$ cat src/rtl/scrambler_pkg.sv
// -----------------------------------------------------------------------------
// scrambler_pkg
// Definitions shared by the transmit scrambler and the receive descrambler:
// FSM state encoding, LFSR width, tap positions, default seed, default length
// width, and the LFSR feedback function (polynomial x^7 + x^4 + 1).
// -----------------------------------------------------------------------------
package scrambler_pkg;

   typedef enum logic [1:0] {
      IDLE       = 2'd0,
      INIT       = 2'd1,
      SCRAMBLING = 2'd2,
      FINISH     = 2'd3
   } state_t;

   localparam int              LFSR_W           = 7;
   localparam int              TAP_HI           = 6;
   localparam int              TAP_LO           = 3;
   localparam logic [LFSR_W-1:0] DEFAULT_SEED   = 7'h7F;
   localparam int              DEFAULT_LENGTH_W = 12;

   // Feedback bit of the additive scrambling sequence.
   function automatic logic lfsr_fb(input logic [LFSR_W-1:0] s);
      return s[TAP_HI] ^ s[TAP_LO];
   endfunction

endpackage

$ cat src/rtl/scrambler_lfsr.sv
// -----------------------------------------------------------------------------
// scrambler_lfsr
// 7-bit Fibonacci LFSR (x^7 + x^4 + 1) with synchronous load and shift enable.
// Shared by the scrambler and the descrambler.
// Ports:
//   clk      clock
//   reset    synchronous active-high reset (state <= RESET_SEED)
//   load_i   load seed_i into the register (has priority over shift_i)
//   shift_i  advance the sequence by one step
//   seed_i   load value
//   state_o  current register contents
//   fb_o     feedback bit of the current state (the keystream bit)
// -----------------------------------------------------------------------------
module scrambler_lfsr
   import scrambler_pkg::*;
#(
   parameter logic [LFSR_W-1:0] RESET_SEED = DEFAULT_SEED
) (
   input  logic              clk,
   input  logic              reset,
   input  logic              load_i,
   input  logic              shift_i,
   input  logic [LFSR_W-1:0] seed_i,
   output logic [LFSR_W-1:0] state_o,
   output logic              fb_o
);

   logic [LFSR_W-1:0] state_q;
   logic [LFSR_W-1:0] state_d;

   assign fb_o    = lfsr_fb(state_q);
   assign state_o = state_q;

   always_comb begin
      state_d = state_q;
      if (load_i) begin
         state_d = seed_i;
      end else if (shift_i) begin
         state_d = {state_q[LFSR_W-2:0], fb_o};
      end
   end

   always_ff @(posedge clk) begin
      if (reset) begin
         state_q <= RESET_SEED;
      end else begin
         state_q <= state_d;
      end
   end

endmodule

$ cat src/rtl/scrambler_tx.sv
// -----------------------------------------------------------------------------
// scrambler_tx
// Transmit frame scrambler. Accepts a frame request with a bit length, pulls
// exactly that many serial bits from upstream and XORs each with an additive
// LFSR keystream reseeded at every frame start.
// Optional build macro: TX_RUNTIME_SEED_EN adds a run-time seed input.
// Ports:
//   clk       clock
//   reset     synchronous active-high reset
//   request   frame start request (sampled in IDLE only)
//   length    frame length in bits (captured with an accepted request)
//   data_req  data_in is consumed at the next rising edge
//   data_in   payload bit
//   data_out  scrambled bit (registered, holds while valid=0)
//   valid     data_out carries a scrambled bit
//   busy      frame in progress
//   done      one-cycle end-of-frame pulse
//   seed      (TX_RUNTIME_SEED_EN only) LFSR seed captured with the request
// -----------------------------------------------------------------------------
module scrambler_tx
   import scrambler_pkg::*;
#(
   parameter int                LENGTH_W = DEFAULT_LENGTH_W,
   parameter logic [LFSR_W-1:0] SEED     = DEFAULT_SEED
) (
   input  logic                clk,
   input  logic                reset,
   input  logic                request,
   input  logic [LENGTH_W-1:0] length,
   output logic                data_req,
   input  logic                data_in,
   output logic                data_out,
   output logic                valid,
   output logic                busy,
   output logic                done
`ifdef TX_RUNTIME_SEED_EN
   ,
   input  logic [LFSR_W-1:0]   seed
`endif
);

   localparam logic [LENGTH_W-1:0] LEN_ONE = 1;

   state_t              state_q;
   state_t              state_d;
   logic [LENGTH_W-1:0] length_q;
   logic [LENGTH_W-1:0] count_q;
   logic                data_out_q;
   logic                valid_q;
   logic                last_bit;
   logic                lfsr_fb_bit;
   logic [LFSR_W-1:0]   lfsr_load_value;
   // The register contents are only needed by the receive side.
   logic [LFSR_W-1:0]   lfsr_state_unused;

`ifdef TX_RUNTIME_SEED_EN
   logic [LFSR_W-1:0]   seed_q;
   assign lfsr_load_value = seed_q;
`else
   assign lfsr_load_value = SEED;
`endif

   // length_q is non-zero whenever SCRAMBLING is reached, so the subtraction
   // cannot underflow where it matters; the compare exits before count wraps.
   assign last_bit = (count_q == (length_q - LEN_ONE));

   // Next-state logic
   always_comb begin
      state_d = state_q;
      case (state_q)
         IDLE:       if (request) state_d = INIT;
         INIT:       state_d = (length_q == '0) ? FINISH : SCRAMBLING;
         SCRAMBLING: if (last_bit) state_d = FINISH;
         FINISH:     state_d = IDLE;
         default:    state_d = IDLE;
      endcase
   end

   always_ff @(posedge clk) begin
      if (reset) begin
         state_q <= IDLE;
      end else begin
         state_q <= state_d;
      end
   end

   // Datapath registers
   always_ff @(posedge clk) begin
      if (reset) begin
         length_q   <= '0;
         count_q    <= '0;
         data_out_q <= 1'b0;
         valid_q    <= 1'b0;
`ifdef TX_RUNTIME_SEED_EN
         seed_q     <= SEED;
`endif
      end else begin
         // One valid cycle per consumed bit, trailing the sample by one edge.
         valid_q <= (state_q == SCRAMBLING);
         case (state_q)
            IDLE: begin
               if (request) begin
                  length_q <= length;
`ifdef TX_RUNTIME_SEED_EN
                  // An all-zero seed would lock the LFSR at zero.
                  seed_q   <= (seed == '0) ? SEED : seed;
`endif
               end
            end
            INIT: begin
               count_q <= '0;
            end
            SCRAMBLING: begin
               data_out_q <= data_in ^ lfsr_fb_bit;
               count_q    <= count_q + LEN_ONE;
            end
            default: ;
         endcase
      end
   end

   scrambler_lfsr #(
      .RESET_SEED (SEED)
   ) u_lfsr (
      .clk     (clk),
      .reset   (reset),
      .load_i  (state_q == INIT),
      .shift_i (state_q == SCRAMBLING),
      .seed_i  (lfsr_load_value),
      .state_o (lfsr_state_unused),
      .fb_o    (lfsr_fb_bit)
   );

   assign data_req = (state_q == SCRAMBLING);
   assign busy     = (state_q != IDLE);
   assign done     = (state_q == FINISH);
   assign data_out = data_out_q;
   assign valid    = valid_q;

endmodule

$ cat config.mk
export PLATFORM = sky130hd
export DESIGN_NAME = scrambler_tx
export DESIGN_NICKNAME = d
export VERILOG_FILES = /design/src/rtl/scrambler_pkg.sv /design/src/rtl/scrambler_lfsr.sv /design/src/rtl/scrambler_tx.sv
export SDC_FILE = /design/constraint.sdc
export NUM_CORES = 1
export LEC_CHECK = 0
export ABC_AREA = 1
export BUFFER_PORTS_ARGS = -buffer_cell sky130_fd_sc_hd__buf_2
export CORE_UTILIZATION = 32
export CTS_BUF_LIST = sky130_fd_sc_hd__clkbuf_4
export DETAILED_ROUTE_END_ITERATION = 12
export PLACE_DENSITY_LB_ADDON = 0.2
export RECOVER_POWER = 25
export SYNTH_ARGS = -nofsm -noshare
export SYNTH_HDL_FRONTEND = slang
export SYNTH_HIERARCHICAL = 1
export SYNTH_SLANG_ARGS = --single-unit
$ cat constraint.sdc
create_clock -name clk -period 2.3 [get_ports clk]
set_input_delay 0 -clock clk [delete_from_list [all_inputs] [get_ports clk]]
set_output_delay 0 -clock clk [all_outputs]
set_load 0.1 [all_outputs]
==> impl_metrics.py <==
metrics = {
    "cts": {
        "cts_tree": "built",
        "cts_setup_buffers": 0,
        "htreeDepth": 2,
        "clk_latency_ns": 0.34,
        "cts_sinks": 35,
        "cts-buffers-inserted": 5,
        "cts.path.max_buffers": 2,
        "clk_transition_reported_paths_ns": 0.11,
        "cts-root-buf": "clkbuf_4",
    },
    "sta": {
        "clock_skew_ns": 0.00575,
        "clock.fmax_ghz": 0.501,
        "setup_tns_ns": 0,
        "slew_violations": 0,
        "setup_viol": 0,
        "finalCritPeriodShare": 0.868,
        "holdWs_ns": 0.0768,
        "period_minus_slack_ns": 2.00,
        "max_slew_margin": 0.228,
        "tightest_slew_ns": 1.16,
        "hold_viol": 0,
        "rsz0062_at_grt": "false",
    },
    "synthesis": {
        "synth_area_per_cell_sq_um": 6.68,
        "synthCells": 304,
        "yosys.cell_count.top_type": "nand2_1",
        "synth-main-ff-cell": "dfxtp_1",
        "yosysTopAreaCellShare": 0.345,
        "synth-seq-area-share": 0.345,
        "synth_area_leaders": "dfxtp_1 (35%), nand2_1 (14%), inv_1 (7.0%)",
        "yosysTopAreaCell": "dfxtp_1",
        "syn_area_sq_um": 2030,
        "synth_edf_count": 0,
        "synth_warnings": 6,
        "async_flop_share": 0,
        "ys_seq_elements": 35,
        "ys_types": 30,
        "ys_top_cells_by_count": "nand2_1 (76), inv_1 (38), dfxtp_1 (35)",
    },
    "floorplanning": {
        "ios": 21,
        "initial_core_util": 0.337,
        "die_width_um": 81.7,
        "die_h_um": 81.7,
        "rows": 28,
        "dieArea_sq_um": 6670,
        "coreArea_sq_um": 6030,
    },
    "power": {
        "switching_share": 0.502,
        "pwr-share-seq": 0.323,
        "power.switching_mw": 1.37,
        "comb_power_share": 0.547,
        "max-vdd-ir-drop_uv": 602,
        "internal_power_mw": 1.36,
        "p_clk_frac": 0.130,
        "p_per_area_nw_per_um2": 1130,
        "p_leak_nw": 1.11,
    },
    "global_route": {
        "gr-total-overflow": 0,
        "grt_pass1_wl_mm": 7.91,
        "grt_max_degree": 25,
        "grt_pass1_vias": 1762,
        "gr-usage-all-layers": 0.157,
        "antenna_found_initial": 0,
    },
    "final_layout": {
        "instances_no_fill": 422,
        "antenna_cells": 0,
        "fillCellCount": 658,
        "drive_gt1_frac": 0.138,
        "final_util": 0.400,
        "synthToLayoutAreaGrowth_pct": 18.6,
        "layout.nets": 369,
    },
    "drt": {
        "drtIter0Drc": 91,
        "drt_wl_total_mm": 4.65,
        "drcViolationCount": 0,
        "postRouteAntennaNets": 0,
        "drt-vias-per-instance": 4.51,
        "vias": 1905,
        "dr.pass1.iters": 4,
        "wl_per_cell_um": 11.0,
    },
    "worst_setup_path": {
        "cp-start-kind": "flip-flop",
        "required_ns": 2.56,
        "cp-end-kind": "flip-flop",
        "arrival_ns": 2.26,
        "crit_type": "reg -> reg",
        "path_cells": "inv_1, ha_1, nand3_1, nor3_1, nand2_1, nor2_1, nand2_1, a211oi_1",
        "max_stage_delay_ns": 0.47,
        "crit_slowest_cell": "ha_1",
        "worst-path-max-fanout": 7,
        "cp_common_cell": "nand2_1",
    },
    "placement": {
        "routabilityCongestion": 0.773,
        "portBuffers": 20,
        "dpl.cell_count": 400,
        "hpwlAfterDp_mm": 3.47,
    },
    "job": {
        "maxCapViolCount": 0,
    },
    "outcome": {
        "outcome": "completed",
    },
    "min_path": {
        "hp-class": "in -> reg",
    },
}
==> kinds of logic after synthesis <==
family | share of synthesized area
AOI/OAI and AO/OA | 0.116
xor gates and xnor gates | 0.0345
adders and majority gates | 0.0431
buffers and inverters | 0.0918
DFF | 0.345
other | 0.00185
and+or+nand+nor | 0.368
==> per-stage QoR <==
stage          power (mW)  worst slack [ns]  cell area (sq um)
6_report             2.73             0.305               2410
4_1_cts              2.78             0.300               2420
5_1_grt              3.01            0.0455               2410
3_3_place_gp         2.39             0.326               2220
3_5_place_dp         2.40             0.333               2220
2_1_floorplan        2.11             0.127               2050
==> layer usage <==
| metal | up-vias | part of all wire | global-route usage |
|---|---|---|---|
| li1 | 1034 | - | - |
| met1 | 839 | 0.50 | 0.202 |
| met2 | 25 | 0.46 | 0.263 |
| met3 | 7 | 0.027 | 0.0333 |
| met4 | 0 | 0.011 | 0.0474 |
| met5 | - | 0 | 0 |
==> power groups by stage <==
stage	Sequential [mW]	Clock, mW	Combinational (mW)
6_report	0.881	0.356	1.49
5_1_grt	0.904	0.398	1.71
4_1_cts	0.883	0.372	1.53
3_5_place_dp	0.896	0	1.50
3_3_place_gp	0.897	0	1.49
2_1_floorplan	0.931	0	1.18
==> placed cells by master, fill, tap and decap left out, types with 2 or more instances in the layout <==
master,n
a211oi_1,2
inv_2,2
nand2_1,76
buf_2,17
dfxtp_1,35
clkbuf_4,7
nor2_4,2
inv_1,38
nor3_1,4
clkbuf_1,3
ha_1,7
nor2_2,8
o21ai_0,17
nand3_2,3
nor3b_1,4
conb_1,7
nand2_2,5
xor2_1,5
nor2_1,33
nand3_1,22
xnor2_1,3
dlygate4sd3_1,14
a21oi_1,24
==> worst max-delay path, delay by kind of cell, from the launching register on <==
kind / cells / cell delay (ns)
adders and majority gates: 1 / 0.47
AOI/OAI and AO/OA: 1 / 0.18
DFF: 1 / 0.40
buffers and inverters: 1 / 0.12
and+or+nand+nor: 5 / 0.76
==> state kept, by name (all words and copies together), names as in the netlist <==
signal,count
data_out,1
u_lfsr/state_o,7
state_q,2
valid,1
count_q,12
length_q,12
==> final timing paths <==
path	startpoint	end	slack, ns	cells after the start
min reg2reg	u_lfsr/state_o[1]$_SDFFE_PP1P_	u_lfsr/state_o[2]$_SDFFE_PP1P_	0.47	2
max reg2reg	state_q[0]$_SDFFE_PP0P_	count_q[10]$_SDFFE_PP0P_	0.30	8
max	state_q[0]$_SDFFE_PP0P_	count_q[10]$_SDFFE_PP0P_	0.30	8
min	request	state_q[0]$_SDFFE_PP0P_	0.08	5
==> layout make-up <==
| class | instances | area, sq um | share of cell area |
|---|---|---|---|
| well taps | 75 | 93.8 | 0.0390 |
| multi-input cells | 228 | 1160 | 0.481 |
| flip-flops and latches | 35 | 701 | 0.291 |
| clock buffers | 7 | 52.6 | 0.0218 |
| repair buffers | 35 | 244 | 0.101 |
| inverters | 41 | 154 | 0.0639 |
| clock inverters | 1 | 5.00 | 0.00208 |
==> repair_timing <==
action / CTS / global route
resized for setup: 0 / 0
endpoints found under the hold margin: 15 / 0
hold buffers: 14 / 0
Note: power is estimated with default switching activity, not from simulation.
